==> src/rtl/mux4_rr_sched.sv <==
// Round-robin control stage for a 4:1 data mux: picks a requesting channel,
// drives the mux selects and presents the routed item over valid/ready.
module mux4_rr_sched #(
  parameter int CW = 8
) (
  input  logic          clk,
  input  logic          rst,
  input  logic [3:0]    req,
  output logic          s1,
  output logic          s0,
  output logic          out_valid,
  input  logic          out_ready,
  output logic [3:0]    gnt,
  output logic [CW-1:0] xfer_cnt
);

  typedef enum logic {
    IDLE  = 1'b0,
    ISSUE = 1'b1
  } state_t;

  state_t          state, state_n;
  logic [1:0]      ptr, ptr_n;
  logic [1:0]      sel, sel_n;
  logic [CW-1:0]   cnt_n;
  logic [3:0]      masked;
  logic            hs;

  // First set bit of r scanning from p upwards, wrapping modulo 4.
  function automatic logic [1:0] pick(input logic [3:0] r, input logic [1:0] p);
    logic [1:0] idx;
    logic [1:0] res;
    res = p;
    for (int k = 3; k >= 0; k--) begin
      idx = p + 2'(k);
      if (r[idx]) res = idx;
    end
    return res;
  endfunction

  assign out_valid = (state == ISSUE);
  assign hs        = out_valid & out_ready;
  assign s1        = sel[1];
  assign s0        = sel[0];
  assign gnt       = hs ? (4'b0001 << sel) : 4'b0000;
  assign masked    = req & ~(4'b0001 << sel);

  always_ff @(posedge clk or posedge rst) begin
    if (rst) begin
      state    <= IDLE;
      ptr      <= 2'd0;
      sel      <= 2'd0;
      xfer_cnt <= '0;
    end else begin
      state    <= state_n;
      ptr      <= ptr_n;
      sel      <= sel_n;
      xfer_cnt <= cnt_n;
    end
  end

  // The served channel is masked only for the decision made on its handshake.
  always_comb begin
    state_n = state;
    ptr_n   = ptr;
    sel_n   = sel;
    cnt_n   = xfer_cnt;
    unique case (state)
      IDLE: begin
        if (req != 4'b0000) begin
          sel_n   = pick(req, ptr);
          state_n = ISSUE;
        end
      end
      ISSUE: begin
        if (out_ready) begin
          ptr_n = sel + 2'd1;
          cnt_n = xfer_cnt + CW'(1);
          if (masked != 4'b0000) begin
            sel_n = pick(masked, sel + 2'd1);
          end else begin
            state_n = IDLE;
          end
        end
      end
      default: state_n = IDLE;
    endcase
  end

endmodule
==> config.mk <==
export PLATFORM = sky130hd
export DESIGN_NAME = mux4_rr_sched
export DESIGN_NICKNAME = d
export VERILOG_FILES = /design/src/rtl/mux4_rr_sched.sv
export SDC_FILE = /design/constraint.sdc
export NUM_CORES = 1
export LEC_CHECK = 0
export CORE_MARGIN = 2
export CORE_UTILIZATION = 48
export CTS_CLUSTER_DIAMETER = 60
export DETAILED_ROUTE_END_ITERATION = 6
export PLACE_DENSITY = 0.8
export SYNTH_ARGS = -nofsm -noshare
export SYNTH_HDL_FRONTEND = slang
export SYNTH_SLANG_ARGS = --single-unit
export TNS_END_PERCENT = 20
==> constraint.sdc <==
create_clock -name clk -period 2.7 [get_ports clk]
set_clock_uncertainty 0.1 [all_clocks]
set_input_delay 0.81 -clock clk [delete_from_list [all_inputs] [get_ports clk]]
set_output_delay 0.81 -clock clk [all_outputs]
set_load 0.02 [all_outputs]
==> reports/results.env, run 1 <==
IR_DROP_mV=0.655
DRTPASS1ITERATIONS=4
DRIVE_ABOVE_1_SHARE_PCT=16.4
GRT_SETUP_UNREPAIRED='false'
BUFFERS_ADDED_ON_PORTS=21
CLOCK_SINK_COUNT=13
INITIAL_CORE_UTIL_PCT=51.4
CTS_SETUP_BUFFERS=0
SLEW_VIOL_FINAL=0
POSTROUTEANTENNANETS=0
CORE_AREA_UM2=1730
SYNTH.NET_COUNT=113
FIN_NETS=147
TRITONCTS='yes'
SYNTH_CELL_TYPE_COUNT=30
DP_WORST_SETUP_SLACK_NS=-0.310
NUMBER_OF_CORE_ROWS=15
DRT_FIRST_ITER_VIOLATIONS=17
REGISTER_AREA_UM2=325
CLOCK_TREE.HTREE_LEVEL_COUNT=1
MULTI_INPUT_COMB_AREA_UM2=539
SETUP_VIOL_COUNT_FINAL=0
FP.DIEH_UM=47.0
SETUP.WORST_PATH.START_CLASS='primary input'
NUMBER_OF_GLOBAL_ROUTE_VIAS_BEFORE_REPAIR=828
SYNTHESIS.AREA_UM2=887
SYNTH-ASYNC-RESET-RATIO_PCT=100
MAXSLEWHEADROOM_PCT=68.5
MAXIMUM_FANOUT_COUNT_ALONG_THE_CRITICAL_PATH=5
YOSYSWARNINGCOUNT=0
ACHIEVABLE-FREQUENCY_MHz=376
SYNTHCELLS=101
REQUIRED_TIME_OF_THE_WORST_SETUP_PATH_NS=1.79
FINAL_HOLD_VIOL_COUNT=0
CTS.HOLD.BUFFERS_ADDED=0
PLACEDCELLCOUNT=155
PWR_DENSITY_CELL_nW_PER_UM2=1040
WORST_PIN_SLEW_NS=0.472
CLK-INSERTION-DELAY-LATE_NS=0.27
CRITICAL_PATH.ENDPOINT_TYPE='primary output'
SYNTH_TOP_FLOP_CELL='sky130_fd_sc_hd__dfrtp_1'
GRT_USE_TOTAL_PCT=22.8
GRT_FIRST_PASS_WIRELENGTH_MM=3.49
DIE_WIDTH_UM=47.0
ROUTED-VIA-COUNT=887
WORST_EP_ARRIVAL_TIME_NS=1.75
LEAKAGEPOWER_uW=0.000568
GRT_ANTENNA_BEFORE_REPAIR=0
REPORT.POWER.TOTAL_uW=1260
PERIOD_MINUS_SLACK_NS=2.66
ROUTEDWLPERCELL_UM=13.4
LAYOUT.FILLER_CELLS=146
FIN_UTIL_PCT=70.0
CTS_BUFFER_DEPTH=2
YOSYSSEQAREASHARE_PCT=36.7
SYNTH_EDF_COUNT=0
GRT_START_MAX_NET_PINS=15
WORSTSETUPPATHTYPE='primary input to primary output'
GRT.OVERFLOW.TOTAL=0
IOS=22
REG2REG_SETUP_SLACK_NS=0.61
DRT-VIAS-PER-INSTANCE=5.58
HOLDWS_NS=0.400
SYNTHESIS.AREA_PER_INSTANCE_UM2=8.78
FLOW.AREA_GROWTH_FROM_SYNTHESIS_PCT=36.2
DIE_AREA_UM2=2210
HPWLAFTERDP_MM=1.73
CTS.CLK_SLEW.WORST_PATHS_NS=0.08
WIRELENGTH_MM=2.12
LAYOUT_SETUP_WS_NS=0.0377
CAP_VIOLATIONS=0
N_ANTENNA_CELL=0
GP_CONGESTION=0.998
FINALCRITPERIODSHARE_PCT=98.6
RUN_STATUS='complete, no violations'
CLOCK_TREE.ROOT_CELL='sky130_fd_sc_hd__clkbuf_4'
INSERTED_CLOCK_BUFFERS=3
POSTSYNTHREGISTERBITS=13
DETAIL_ROUTE.DRC_VIOLATIONS=0
LAYOUTNONFILLERINSTCOUNT=159
HP-CLASS='register to register'
==> critical path: stages <==
cell	delay, ns
sky130_fd_sc_hd__clkdlybuf4s50_1	0.52
sky130_fd_sc_hd__and3_1	0.17
sky130_fd_sc_hd__clkdlybuf4s15_2	0.26
==> layer usage <==
layer | GRT usage (%) | share of wire, %
met5 | 0 | 0
met4 | 10.0 | 1.6
met3 | 5.00 | 5.4
met2 | 43.0 | 54
met1 | 23.8 | 39
==> worst paths after layout <==
path                              from           to  cells past startpoint
max                          out_ready       gnt[1]                      3
min                        xfer_cnt[7]  xfer_cnt[7]                      1
max reg2reg                     sel[0]       sel[0]                      7
min reg2reg                xfer_cnt[7]  xfer_cnt[7]                      1
max in group asynchronous          rst       ptr[1]                      2
min in group asynchronous          rst    out_valid                      2
==> registers in the layout, indices dropped and copies added, names as in the netlist <==
name and cells:
sel 2, xfer_cnt 8, ptr 2, out_valid 1
==> final cells by class <==
class                           count  share of cell area [%]
Timing Repair Buffer               31                    22.5
Sequential cell                    13                    26.9
Tap cell                           25                    2.59
Clock buffer                        4                    2.17
Multi-Input combinational cell     82                    44.6
Inverter                            4                    1.24
==> cells in the mapped netlist (all sizes together) (2+ instances only) <==
cell type,n,share of area [%]
and3,4,2.8
o32a,2,2.3
o211ai,3,3.1
clkbuf,2,0.85
nor2,9,3.8
xor2,2,2.0
and2b,5,4.7
nand2,14,5.9
nor2b,2,1.4
nand4,2,1.4
a21oi,7,3.9
ha,5,7.1
dfrtp,13,37
nand2b,4,2.8
o21ai,4,2.3
inv,4,1.7
nor3,3,1.7
or2b,2,1.7
xnor2,5,4.9
nand3,2,1.1
==> where the power goes <==
part	switching, uW	total [uW]	internal (uW)
Clock	59.9	117	57.2
Sequential	102	376	275
Combinational	387	766	379
==> placed cells by master, fill, tap and decap left out, types with 3 or more instances in the layout <==
cell                              netlist  final
sky130_fd_sc_hd__clkbuf_4               0      3
sky130_fd_sc_hd__ha_1                   5      5
sky130_fd_sc_hd__and2b_1                3      3
sky130_fd_sc_hd__xnor2_1                5      5
sky130_fd_sc_hd__nand2b_1               4      4
sky130_fd_sc_hd__nand2_1               14     14
sky130_fd_sc_hd__clkbuf_2               0      3
sky130_fd_sc_hd__dfrtp_1               13     13
sky130_fd_sc_hd__a21oi_1                7      7
sky130_fd_sc_hd__clkdlybuf4s50_1        0     17
sky130_fd_sc_hd__o21ai_0                4      4
sky130_fd_sc_hd__buf_4                  0     10
sky130_fd_sc_hd__nor2_1                 9      9
sky130_fd_sc_hd__and3_1                 4      4
sky130_fd_sc_hd__inv_1                  4      4
sky130_fd_sc_hd__nor3_1                 3      3
==> timing repair <==
item | CTS | global route
endpoints found under the setup margin | 4 | 3
hold endpoints to repair | 0 | 0
gates resized for setup | 9 | 3
==> stage by stage <==
step / cell area [um2] / TNS, ns
floorplan: 887 / 0
global placement: 1200 / -1.14
detailed placement: 1200 / -1.17
CTS: 1220 / 0
global route: 1210 / 0
finish: 1210 / 0
==> logic make-up after synthesis <==
family                     count (synthesis)  synth area share (%)
muxes                                      1                  2.54
adders and majority gates                  5                  7.05
and+or+nand+nor                           49                  29.1
xor gates and xnor gates                   7                  6.91
DFF                                       13                  36.7
buffers and inverters                      6                  2.54
AOI/OAI and AO/OA                         20                  15.2
Power figures use the tool's default switching activity.
==> run 2, diff against run 1 <==
- CORE_UTILIZATION: 48 -> 46
- PLACE_DENSITY: 0.8 -> 0.77
==> run 2 against run 1 <==
Net effect:
- core utilization shrank 1.5 points
- design area unchanged
- setup slack better by 0.0045 ns
- first-iteration DRC count did not move
- maximum frequency up 0.17%
- sequential share of layout area unchanged
- clock power barely moved
- critical path depth is the same
- highest routed layer unchanged
- global-route usage down 1.3 points
- clock-buffer cell count unchanged
- register-to-register slack worse by 0.03 ns
==> reports/results.env, run 2 (synthesis gave the netlist of run 1 again) <==
CRITICAL_PATH.ENDPOINT_TYPE='primary output'
CTS.CLK_SLEW.WORST_PATHS_NS=0.08  # about the same
GRT_START_MAX_NET_PINS=15  # unchanged
MAXSLEWHEADROOM_PCT=67.3  # -1.2 points
DRT_FIRST_ITER_VIOLATIONS=17  # unchanged
MAXIMUM_FANOUT_COUNT_ALONG_THE_CRITICAL_PATH=5  # unchanged
ROUTEDWLPERCELL_UM=13.2  # -0.99%
GRT_SETUP_UNREPAIRED='false'
HP-CLASS='register to register'
POSTROUTEANTENNANETS=0  # unchanged
SETUP_VIOL_COUNT_FINAL=0  # unchanged
LAYOUTNONFILLERINSTCOUNT=159  # unchanged
WORST_PIN_SLEW_NS=0.490  # +0.0179 ns
CAP_VIOLATIONS=0  # unchanged
REQUIRED_TIME_OF_THE_WORST_SETUP_PATH_NS=1.79  # about the same
WORST_EP_ARRIVAL_TIME_NS=1.75  # about the same
HPWLAFTERDP_MM=1.65  # -4.6%
NUMBER_OF_FLIP_FLOPS_UNDER_THE_LARGEST_REGISTER_NAME=8  # unchanged
NUMBER_OF_CORE_ROWS=15  # unchanged
GRT.OVERFLOW.TOTAL=0  # unchanged
IR_DROP_mV=0.640  # -2.3%
DRIVE_ABOVE_1_SHARE_PCT=16.4  # unchanged
SETUP_TOTAL_NEGATIVE_SLACK_NS=0  # unchanged
CTS.HOLD.BUFFERS_ADDED=0  # unchanged
CLOCK_TREE.ROOT_CELL='sky130_fd_sc_hd__clkbuf_4'
CTS_BUFFER_DEPTH=2  # unchanged
DRT-VIAS-PER-INSTANCE=5.38  # -3.6%
INITIAL_CORE_UTIL_PCT=50.3  # -1.1 points
FIN_UTIL_PCT=68.5  # -1.5 points
CLK-INSERTION-DELAY-LATE_NS=0.28  # about the same
INSERTED_CLOCK_BUFFERS=3  # unchanged
NUMBER_OF_GLOBAL_ROUTE_VIAS_BEFORE_REPAIR=774  # -6.5%
SLEW_VIOL_FINAL=0  # unchanged
REPORT.POWER.TOTAL_uW=1270  # +0.56%
FP.DIEH_UM=47.9  # +2.0%
WORSTSETUPPATHTYPE='primary input to primary output'
ACHIEVABLE-FREQUENCY_MHz=376  # +0.17%
ROUTED-VIA-COUNT=855  # -3.6%
N_ANTENNA_CELL=0  # unchanged
GP_CONGESTION=0.827  # -17%
HOLD_DEPTH=1  # unchanged
IOS=22  # unchanged
FINAL_COMMON_CELL='sky130_fd_sc_hd__clkdlybuf4s50_1'
DIE_AREA_UM2=2300  # +4.0%
CTS_SETUP_BUFFERS=0  # unchanged
WORSTREGTOREGCELLS=7  # unchanged
CLOCK_SINK_COUNT=13  # unchanged
BIGGESTREGSBYFLOPS='xfer_cnt x8, ptr x2, sel x2'
WIRELENGTH_MM=2.10  # -0.99%
PERIOD_MINUS_SLACK_NS=2.66  # -0.00454 ns
HOLDWS_NS=0.370  # -0.0299 ns
FINAL_HOLD_VIOL_COUNT=0  # unchanged
GRT_ANTENNA_BEFORE_REPAIR=0  # unchanged
GRT_FIRST_PASS_WIRELENGTH_MM=3.32  # -5.0%
REGISTERS.TOP_BY_FF_COUNT='xfer_cnt'
DRTPASS1ITERATIONS=4  # unchanged
TRITONCTS='yes'
MOST-COMMON-LAYOUT-CELLS='sky130_fd_sc_hd__clkdlybuf4s50_1 (17), sky130_fd_sc_hd__nand2_1 (14), sky130_fd_sc_hd__dfrtp_1 (13), sky130_fd_sc_hd__buf_4 (10), sky130_fd_sc_hd__nor2_1 (9)'
FIN_NETS=147  # unchanged
DETAIL_ROUTE.DRC_VIOLATIONS=0  # unchanged
DIE_WIDTH_UM=47.9  # +2.0%
CORE_AREA_UM2=1760  # +2.2%
GRT_USE_TOTAL_PCT=21.4  # -1.3 points
CLOCK_TREE.HTREE_LEVEL_COUNT=1  # unchanged
FINALCRITPERIODSHARE_PCT=98.4  # -0.17 points
FLOW.AREA_GROWTH_FROM_SYNTHESIS_PCT=36.2  # unchanged
LEAKAGEPOWER_uW=0.000569  # +0.28%
PLACEDCELLCOUNT=155  # unchanged
SETUP.WORST_PATH.START_CLASS='primary input'
RUN_STATUS='complete, no violations'
CTSRESIZECOUNT=12  # +3
PWR_DENSITY_CELL_nW_PER_UM2=1050  # +0.56%
BUFFERS_ADDED_ON_PORTS=21  # unchanged
==> run 2: changes by cell type in the layout (fill, tap and decap cells not counted) <==
| cell | previous run | this run |
|---|---|---|
| sky130_fd_sc_hd__buf_2 | 0 | 3 |
| sky130_fd_sc_hd__clkbuf_2 | 3 | 0 |
==> run 2: worst max-delay path, cell delays in order <==
cell and delay (ns):
sky130_fd_sc_hd__clkdlybuf4s50_1 0.52, sky130_fd_sc_hd__and3_1 0.17, sky130_fd_sc_hd__clkdlybuf4s15_2 0.25
==> run 2: worst paths after layout <==
path,startpoint,end,slack (ns)
hold / removal,xfer_cnt[7],xfer_cnt[7],0.37
hold reg to reg,xfer_cnt[7],xfer_cnt[7],0.37
setup reg to reg,sel[0],sel[0],0.58
max in group asynchronous,rst,ptr[0],1.42
setup / recovery,out_ready,gnt[3],0.04
min in group asynchronous,rst,xfer_cnt[7],0.74
==> run 2: per-stage QoR <==
stage	setup WS, ns	instance area [um2]
2_1_floorplan	0.530	887
3_3_place_gp	-0.286	1200
3_5_place_dp	-0.308	1200
4_1_cts	0.0281	1230
5_1_grt	0.00764	1210
6_report	0.0423	1210
==> run 2: routing by layer <==
layer | routed length (um) | track usage [%] | vias up
li1 | - | - | 417
met5 | 0 | 0 | -
met2 | 1050 | 35.7 | 42
met3 | 161 | 4.15 | 5
met1 | 855 | 25.9 | 391
met4 | 39 | 11.4 | 0
==> run 2: where the power goes <==
part	switching (uW)	leakage [uW]	internal, uW
clock	62.2	0.0000150	57.4
combinational	391	0.000395	384
sequential	97.9	0.000159	275
total	551	0.000569	716
==> run 2: area by class of cell <==
type | count | area [um2]
timing repair buffer | 31 | 272
sequential | 13 | 325
multi-input combinational | 82 | 539
clock buffer | 4 | 26.3
tap | 25 | 31.3
inverter | 4 | 15.0
fill | 166 | 556
